===== src/rtl/mdu_seq.sv =====
// mdu_seq: iterative HI/LO multiply unit for the execute stage.
//
// Runs multu/mult as a radix-2 shift-add loop with one partial product per
// cycle, then writes the 2*WIDTH-bit product into HI/LO. It also takes
// mthi/mtlo writes, and HI/LO are presented directly for mfhi/mflo.
//
// Ports:
//   clk      rising-edge clock
//   reset_n  asynchronous active-low reset
//   start    one-cycle multiply request (accepted only in IDLE)
//   sgn      0 = multu, 1 = mult; sampled with start
//   a, b     multiplicand / multiplier; sampled with start
//   hi_we    mthi write enable (IDLE only, loses to start)
//   lo_we    mtlo write enable (IDLE only, loses to start)
//   wdata    mthi/mtlo write data
//   busy     multiply in progress; issue must stall while high
//   done     one-cycle pulse after HI/LO take a multiply result
//   hi, lo   HI/LO registers
//
// State | meaning
// ------+--------------------------------------------------------------
// IDLE  | waiting; accepts start or mthi/mtlo writes
// RUN   | WIDTH shift-add iterations on the internal accumulator
// FIN   | apply sign to the accumulator and write HI/LO
module mdu_seq #(
    parameter int WIDTH = 32
) (
    input  logic             clk,
    input  logic             reset_n,
    input  logic             start,
    input  logic             sgn,
    input  logic [WIDTH-1:0] a,
    input  logic [WIDTH-1:0] b,
    input  logic             hi_we,
    input  logic             lo_we,
    input  logic [WIDTH-1:0] wdata,
    output logic             busy,
    output logic             done,
    output logic [WIDTH-1:0] hi,
    output logic [WIDTH-1:0] lo
);

    localparam int DW = 2 * WIDTH;
    localparam int CW = $clog2(WIDTH + 1);

    typedef enum logic [1:0] {
        IDLE = 2'd0,
        RUN  = 2'd1,
        FIN  = 2'd2
    } state_t;

    state_t            state_q, state_d;
    logic              neg_q, neg_d;
    logic [WIDTH-1:0]  mcand_q, mcand_d;
    logic [WIDTH-1:0]  mplier_q, mplier_d;
    logic [DW-1:0]     acc_q, acc_d;
    logic [CW-1:0]     cnt_q, cnt_d;
    logic [WIDTH-1:0]  hi_q, hi_d;
    logic [WIDTH-1:0]  lo_q, lo_d;
    logic              busy_q, busy_d;
    logic              done_q, done_d;

    logic [WIDTH-1:0]  a_mag;
    logic [WIDTH-1:0]  b_mag;
    logic [WIDTH:0]    psum;
    logic [DW-1:0]     acc_neg;

    // Negating 0x80..0 yields 0x80..0, which is exactly its magnitude when
    // the result is read as unsigned, so no overflow handling is needed.
    always_comb begin
        a_mag = (sgn && a[WIDTH-1]) ? (~a + WIDTH'(1)) : a;
        b_mag = (sgn && b[WIDTH-1]) ? (~b + WIDTH'(1)) : b;
    end

    // The add keeps its carry so the subsequent right shift never loses it.
    always_comb begin
        psum = {1'b0, acc_q[DW-1:WIDTH]};
        if (mplier_q[0]) begin
            psum = {1'b0, acc_q[DW-1:WIDTH]} + {1'b0, mcand_q};
        end
        acc_neg = ~acc_q + DW'(1);
    end

    always_comb begin
        state_d  = state_q;
        neg_d    = neg_q;
        mcand_d  = mcand_q;
        mplier_d = mplier_q;
        acc_d    = acc_q;
        cnt_d    = cnt_q;
        hi_d     = hi_q;
        lo_d     = lo_q;
        done_d   = 1'b0;

        unique case (state_q)
            IDLE: begin
                if (start) begin
                    state_d  = RUN;
                    neg_d    = sgn & (a[WIDTH-1] ^ b[WIDTH-1]);
                    mcand_d  = a_mag;
                    mplier_d = b_mag;
                    acc_d    = '0;
                    cnt_d    = CW'(WIDTH);
                end else begin
                    if (hi_we) hi_d = wdata;
                    if (lo_we) lo_d = wdata;
                end
            end
            RUN: begin
                acc_d    = {psum, acc_q[WIDTH-1:1]};
                mplier_d = {1'b0, mplier_q[WIDTH-1:1]};
                cnt_d    = cnt_q - CW'(1);
                if (cnt_q == CW'(1)) begin
                    state_d = FIN;
                end
            end
            FIN: begin
                {hi_d, lo_d} = neg_q ? acc_neg : acc_q;
                done_d       = 1'b1;
                state_d      = IDLE;
            end
            default: begin
                state_d = IDLE;
            end
        endcase

        busy_d = (state_d != IDLE);
    end

    always_ff @(posedge clk or negedge reset_n) begin
        if (!reset_n) begin
            state_q  <= IDLE;
            neg_q    <= 1'b0;
            mcand_q  <= '0;
            mplier_q <= '0;
            acc_q    <= '0;
            cnt_q    <= '0;
            hi_q     <= '0;
            lo_q     <= '0;
            busy_q   <= 1'b0;
            done_q   <= 1'b0;
        end else begin
            state_q  <= state_d;
            neg_q    <= neg_d;
            mcand_q  <= mcand_d;
            mplier_q <= mplier_d;
            acc_q    <= acc_d;
            cnt_q    <= cnt_d;
            hi_q     <= hi_d;
            lo_q     <= lo_d;
            busy_q   <= busy_d;
            done_q   <= done_d;
        end
    end

    assign busy = busy_q;
    assign done = done_q;
    assign hi   = hi_q;
    assign lo   = lo_q;

endmodule

===== config.mk =====
export PLATFORM = sky130hd
export DESIGN_NAME = mdu_seq
export DESIGN_NICKNAME = d
export VERILOG_FILES = /design/src/rtl/mdu_seq.sv
export SDC_FILE = /design/constraint.sdc
export NUM_CORES = 1
export LEC_CHECK = 0
export BUFFER_PORTS_ARGS = -buffer_cell sky130_fd_sc_hd__buf_2
export CELL_PAD_IN_SITES_DETAIL_PLACEMENT = 0
export CELL_PAD_IN_SITES_GLOBAL_PLACEMENT = 1
export CORE_MARGIN = 4
export CORE_UTILIZATION = 40
export DETAILED_ROUTE_END_ITERATION = 12
export GPL_ROUTABILITY_DRIVEN = 0
export PLACE_DENSITY_LB_ADDON = 0.1
export SLEW_MARGIN = 20
export SYNTH_ARGS = -nofsm -noshare
export SYNTH_HDL_FRONTEND = slang
export SYNTH_SLANG_ARGS = --single-unit

===== constraint.sdc =====
create_clock -name clk -period 3.95 [get_ports clk]
set_input_delay 0.395 -clock clk [delete_from_list [all_inputs] [get_ports clk]]
set_output_delay 0.395 -clock clk [all_outputs]
set_load 0.005 [all_outputs]

# Word level (Yosys, flattened, before mapping)
# Cells that the tools add are included.
# op_classes
shift	0
n_div	0
n_mux	20
eq_ne	7
mul	0
reduce_logical	10
addsub	5
n_bitwise	5
n_lt_le_gt_ge	0
# op_table
operator	n
32-bit two-way mux	7
32-bit one-hot mux with 2 select lines	3
64-bit two-way mux	2
64-bit one-hot mux with 2 select lines	1
32-bit by 1-bit adder with 32-bit output, second input constant	2
64-bit by 1-bit adder with 64-bit output, second input constant	1
32-bit inverter	2
64-bit inverter	1
32-bit by 32-bit adder with 33-bit output	1
33-bit two-way mux	1
6-bit one-hot mux with 2 select lines	1
2-bit != test, second input constant	4
6-bit by 1-bit == test with 1-bit output, second input constant	1
6-bit two-way mux	1
3-bit AND reduction	2
2-bit nonzero test	3
6-bit by 1-bit subtractor with 6-bit output, second input constant	1
2-bit two-way mux	2
2-bit one-hot mux with 2 select lines	1
2-bit AND reduction	2
2-bit by 1-bit == test with 1-bit output, second input constant	1
2-bit == test, second input constant	1
1-bit logical AND	2
2-bit logical NOT	1
3 further kinds	3
# totals
mem_bits_ro	0
memories	0
ff_bits	203
ramBits	0
latch_bits	0
inputBits	102

# Depth between registers and ports, before layout
# depth
word_depth	5
mapped_depth	11
depth_no_buf	11

# Worst setup path before layout
# Ideal clock, no wire load.
# synth_timing
path_type	register to register
from	register acc_q[27]
to	register hi_q[31] (netlist: hi[31])
stages_incl_launch_ff	9
slack_ns	0.942
arrival_time_ns	2.866
n_path_buf	1
t_required_ns	3.808
cell_sequence	dfrtp_1 -> or4_4 -> or4_4 -> or4b_1 -> buf_2 -> or3_4 -> o31ai_4 -> xor2_1 -> o221ai_1
# synth_between
elab_chain_cells	4
# synth_lines
item	line	source
from (decl)	56	logic [DW-1:0] acc_q, acc_d;
from (signal assigned)	136	acc_q <= '0;
from (signal assigned)	147	acc_q <= acc_d;
64-bit inverter	81	acc_neg = ~acc_q + DW'(1);
64-bit by 1-bit adder with 64-bit output	81	
64-bit two-way mux	118	{hi_d, lo_d} = neg_q ? acc_neg : acc_q;
32-bit one-hot mux with 2 select lines	95	unique case (state_q)
to (signal assigned)	149	hi_q <= hi_d;
to (decl)	58	logic [WIDTH-1:0] hi_q, hi_d;
# Every way passes these cells.
# A chain may end at the register's enable or synchronous reset.

# Worst setup path after layout
# layout_timing
from	register acc_q[27]
to	register hi_q[28] (netlist: hi[28])
# The elaborated chain is that of the path after synthesis.

==> results.py <==
metrics = {
    "run_status": {
        "status": "finished, final reports clean",
    },
    "sta": {
        "worst_pin_slew_ps": 858,
        "final_hold_viol_count": 0,
        "hold_slack_ps": 143,
        "max_freq_ghz": 0.299,
        "rsz0062_at_grt": "no",
        "finalMaxSlewViolations": 0,
        "fin_crit_sh_pct": 84.7,
        "tns_ps": 0,
        "max_slew_margin_pct": 42.6,
        "setup_viol": 0,
        "fin_crit_ps": 3350,
        "skew_ps": 10.3,
    },
    "yosys": {
        "yosysMostFrequentCell": "dfrtp_1",
        "synth_ff_type": "dfrtp_1",
        "postSynth.asyncResetShare_pct": 100,
        "synth.distinct_cells": 69,
        "yosysSeqAreaShare_pct": 40.6,
        "synth.largest_area_cell": "dfrtp_1",
        "synth_area_leaders": "dfrtp_1 (41%), o21ai_0 (6.6%), xor2_1 (5.0%)",
        "yosys_warnings": 0,
        "synthTopCellsByCount": "dfrtp_1 (203), o21ai_0 (164), nand2_1 (151)",
        "syn_nets": 1554,
        "syn_area_mm2": 0.0125,
        "synth_seq_cells": 203,
        "syn_avg_cell_area_um2": 8.86,
        "postSynthCellCount": 1414,
        "netlist.area_leader.share_pct": 40.6,
        "synth_edf_count": 0,
    },
    "layout": {
        "area_delta_synth_final_pct": 16.3,
        "final_nets": 1686,
        "drive_gt1_share_pct": 16.8,
        "register_area_mm2": 0.00508,
        "stdcell_area_mm2": 0.0146,
        "antenna_cells": 0,
        "fillCellCount": 3036,
        "multi_input_area_mm2": 0.00703,
    },
    "clock_tree": {
        "cts_resized": 0,
        "clkLatencyLatePin_ps": 530,
        "cts_tree": "done",
        "cts_max_path_buffers": 3,
        "cts.reportedPaths.clkPinSlew_ps": 60,
        "clkSinkCount": 203,
        "cts-root-buf": "clkbuf_16",
        "cts-buffers-inserted": 24,
        "htree_levels": 1,
    },
    "routing": {
        "drc": 0,
        "first_iter_violations": 738,
        "viasPerCell": 5.67,
        "antenna_left": 0,
        "drt-pass1-iter-count": 5,
        "wl_per_cell_um": 19.8,
        "drt-total-wl_mm": 38.7,
        "vias": 11100,
    },
    "worst_setup_path": {
        "cp-startpoint": "acc_q[27]$_DFFE_PN0P_",
        "required_ps": 4390,
        "crit_family": "simple AND/OR/NAND/NOR gates",
        "r2r-start": "acc_q[27]$_DFFE_PN0P_",
        "slowest_stage": "or4_4",
        "worst_path_most_repeated_cell": "or4_4",
        "slowest_delay_ps": 560,
        "cp_data_arrival_time_ps": 3780,
        "crit_type": "register to register",
        "crit_path_start_kind": "register",
        "path_buf_inv": 0,
        "critPathMaxFanout": 6,
        "path_cells": "or4_4 -> or4_4 -> nor4_1 -> nand2_1 -> or2_2 -> o311ai_0 -> o41ai_1 -> a211oi_1",
        "crit_path_end_kind": "register",
    },
    "global_routing": {
        "antenna_found_initial": 0,
        "overflow": 0,
        "grt_max_degree": 102,
        "grt_pass1_vias": 10700,
        "grt.total_usage_pct": 22.1,
        "grt_pass1_wl_mm": 60.7,
    },
    "placement": {
        "dpl_cell_area_mm2": 0.0138,
        "portBuffers": 167,
        "hpwl_mm": 28.9,
    },
    "worst_hold_path": {
        "worstHoldStart": "wdata[0]",
        "hold_path_class": "input port to register",
    },
    "power_and_ir_drop": {
        "ir_drop_uv": 308,
        "p_per_area_mw_per_mm2": 840,
        "leakagePower_nw": 6.30,
    },
    "die": {
        "core_area_mm2": 0.0307,
        "rows": 64,
        "initial_core_util_pct": 40.7,
        "die_h_um": 185,
        "ios": 168,
        "die_w_um": 185,
        "die_area_mm2": 0.0342,
    },
    "flow_run": {
        "drv_cap": 0,
    },
}
worst min-delay path, delay by kind of cell:
family                 cells  cell delay (ps)
buffers and inverters      1              100
AO/OA/AOI/OAI              2              130
metrics by stage:
stage	power [mW]	worst slack, ps	util (%)	cells
final	12.2	605	47.4	1957
after global placement	9.91	709	44.8	1915
after detailed placement	9.97	645	44.8	1915
after floorplan	7.93	942	-	1414
after global routing	13.2	432	47.4	1957
after CTS	12.3	641	47.4	1957
area by class of cell:
class	count	area share, %
flip-flops and latches	203	34.9
multi-input cells	1097	48.3
inverters	25	0.644
well taps	396	3.40
repair buffers	195	7.34
clock buffers	33	4.77
clock inverters	8	0.713
path summary, 6_finish.rpt:
| path | endpoint | slack (ps) | depth (start not counted) |
|---|---|---|---|
| worst max-delay path | hi[28]$_DFFE_PN0P_ | 600 | 8 |
| min in group asynchronous | lo[6]$_DFFE_PN0P_ | 520 | 2 |
| worst min-delay path | hi[0]$_DFFE_PN0P_ | 140 | 3 |
| worst min register to register | lo[2]$_DFFE_PN0P_ | 470 | 2 |
| max in group asynchronous | acc_q[54]$_DFFE_PN0P_ | 2480 | 3 |
| worst max register to register | hi[28]$_DFFE_PN0P_ | 600 | 8 |
placed cells by master, fill, tap and decap left out, drive strengths merged, types with 25 or more instances in the layout:
cell type	netlist	final
clkbuf	80	34
nand2	151	151
a22o	33	33
o31ai	25	25
xor2	71	71
dfrtp	203	203
a21oi	96	96
xnor2	61	61
buf	9	193
o21ai	165	165
ha	37	37
a22oi	56	56
nor2	99	99
kinds of logic after synthesis:
family / synth area share, %
AOI/OAI and AO/OA: 25.7
xor gates and xnor gates: 9.23
adders and majority gates: 3.86
buffers and inverters: 3.43
DFF: 40.6
muxes: 1.77
and+or+nand+nor: 15.5
state kept, by name (all words and copies together) (netlist names):
register and flops:
acc_q 64, busy 1, cnt_q 6, done 1
hi 32, lo 32, mcand_q 32, mplier_q 32
neg_q 1, state_q 2
report_power, final:
part	switching, mW	internal (mW)	total, mW
clock network	0.896	1.35	2.25
registers	1.08	3.04	4.12
logic	3.35	2.52	5.86
routing by layer:
layer / vias up / global-route usage (%) / part of all wire [%]
li1: 5459 / - / -
met1: 5268 / 33.7 / 50
met5: - / 0 / 0
met4: 0 / 4.14 / 1.6
met3: 42 / 3.04 / 6.0
met2: 333 / 33.7 / 43
timing repair:
item / 4_1_cts / 5_1_grt
buffers inserted: 0 / 0
hold buffers: 1 / 0
hold endpoints to repair: 1 / 0
setup endpoints to repair: 0 / 0
Note: power is estimated with default switching activity, not from simulation.
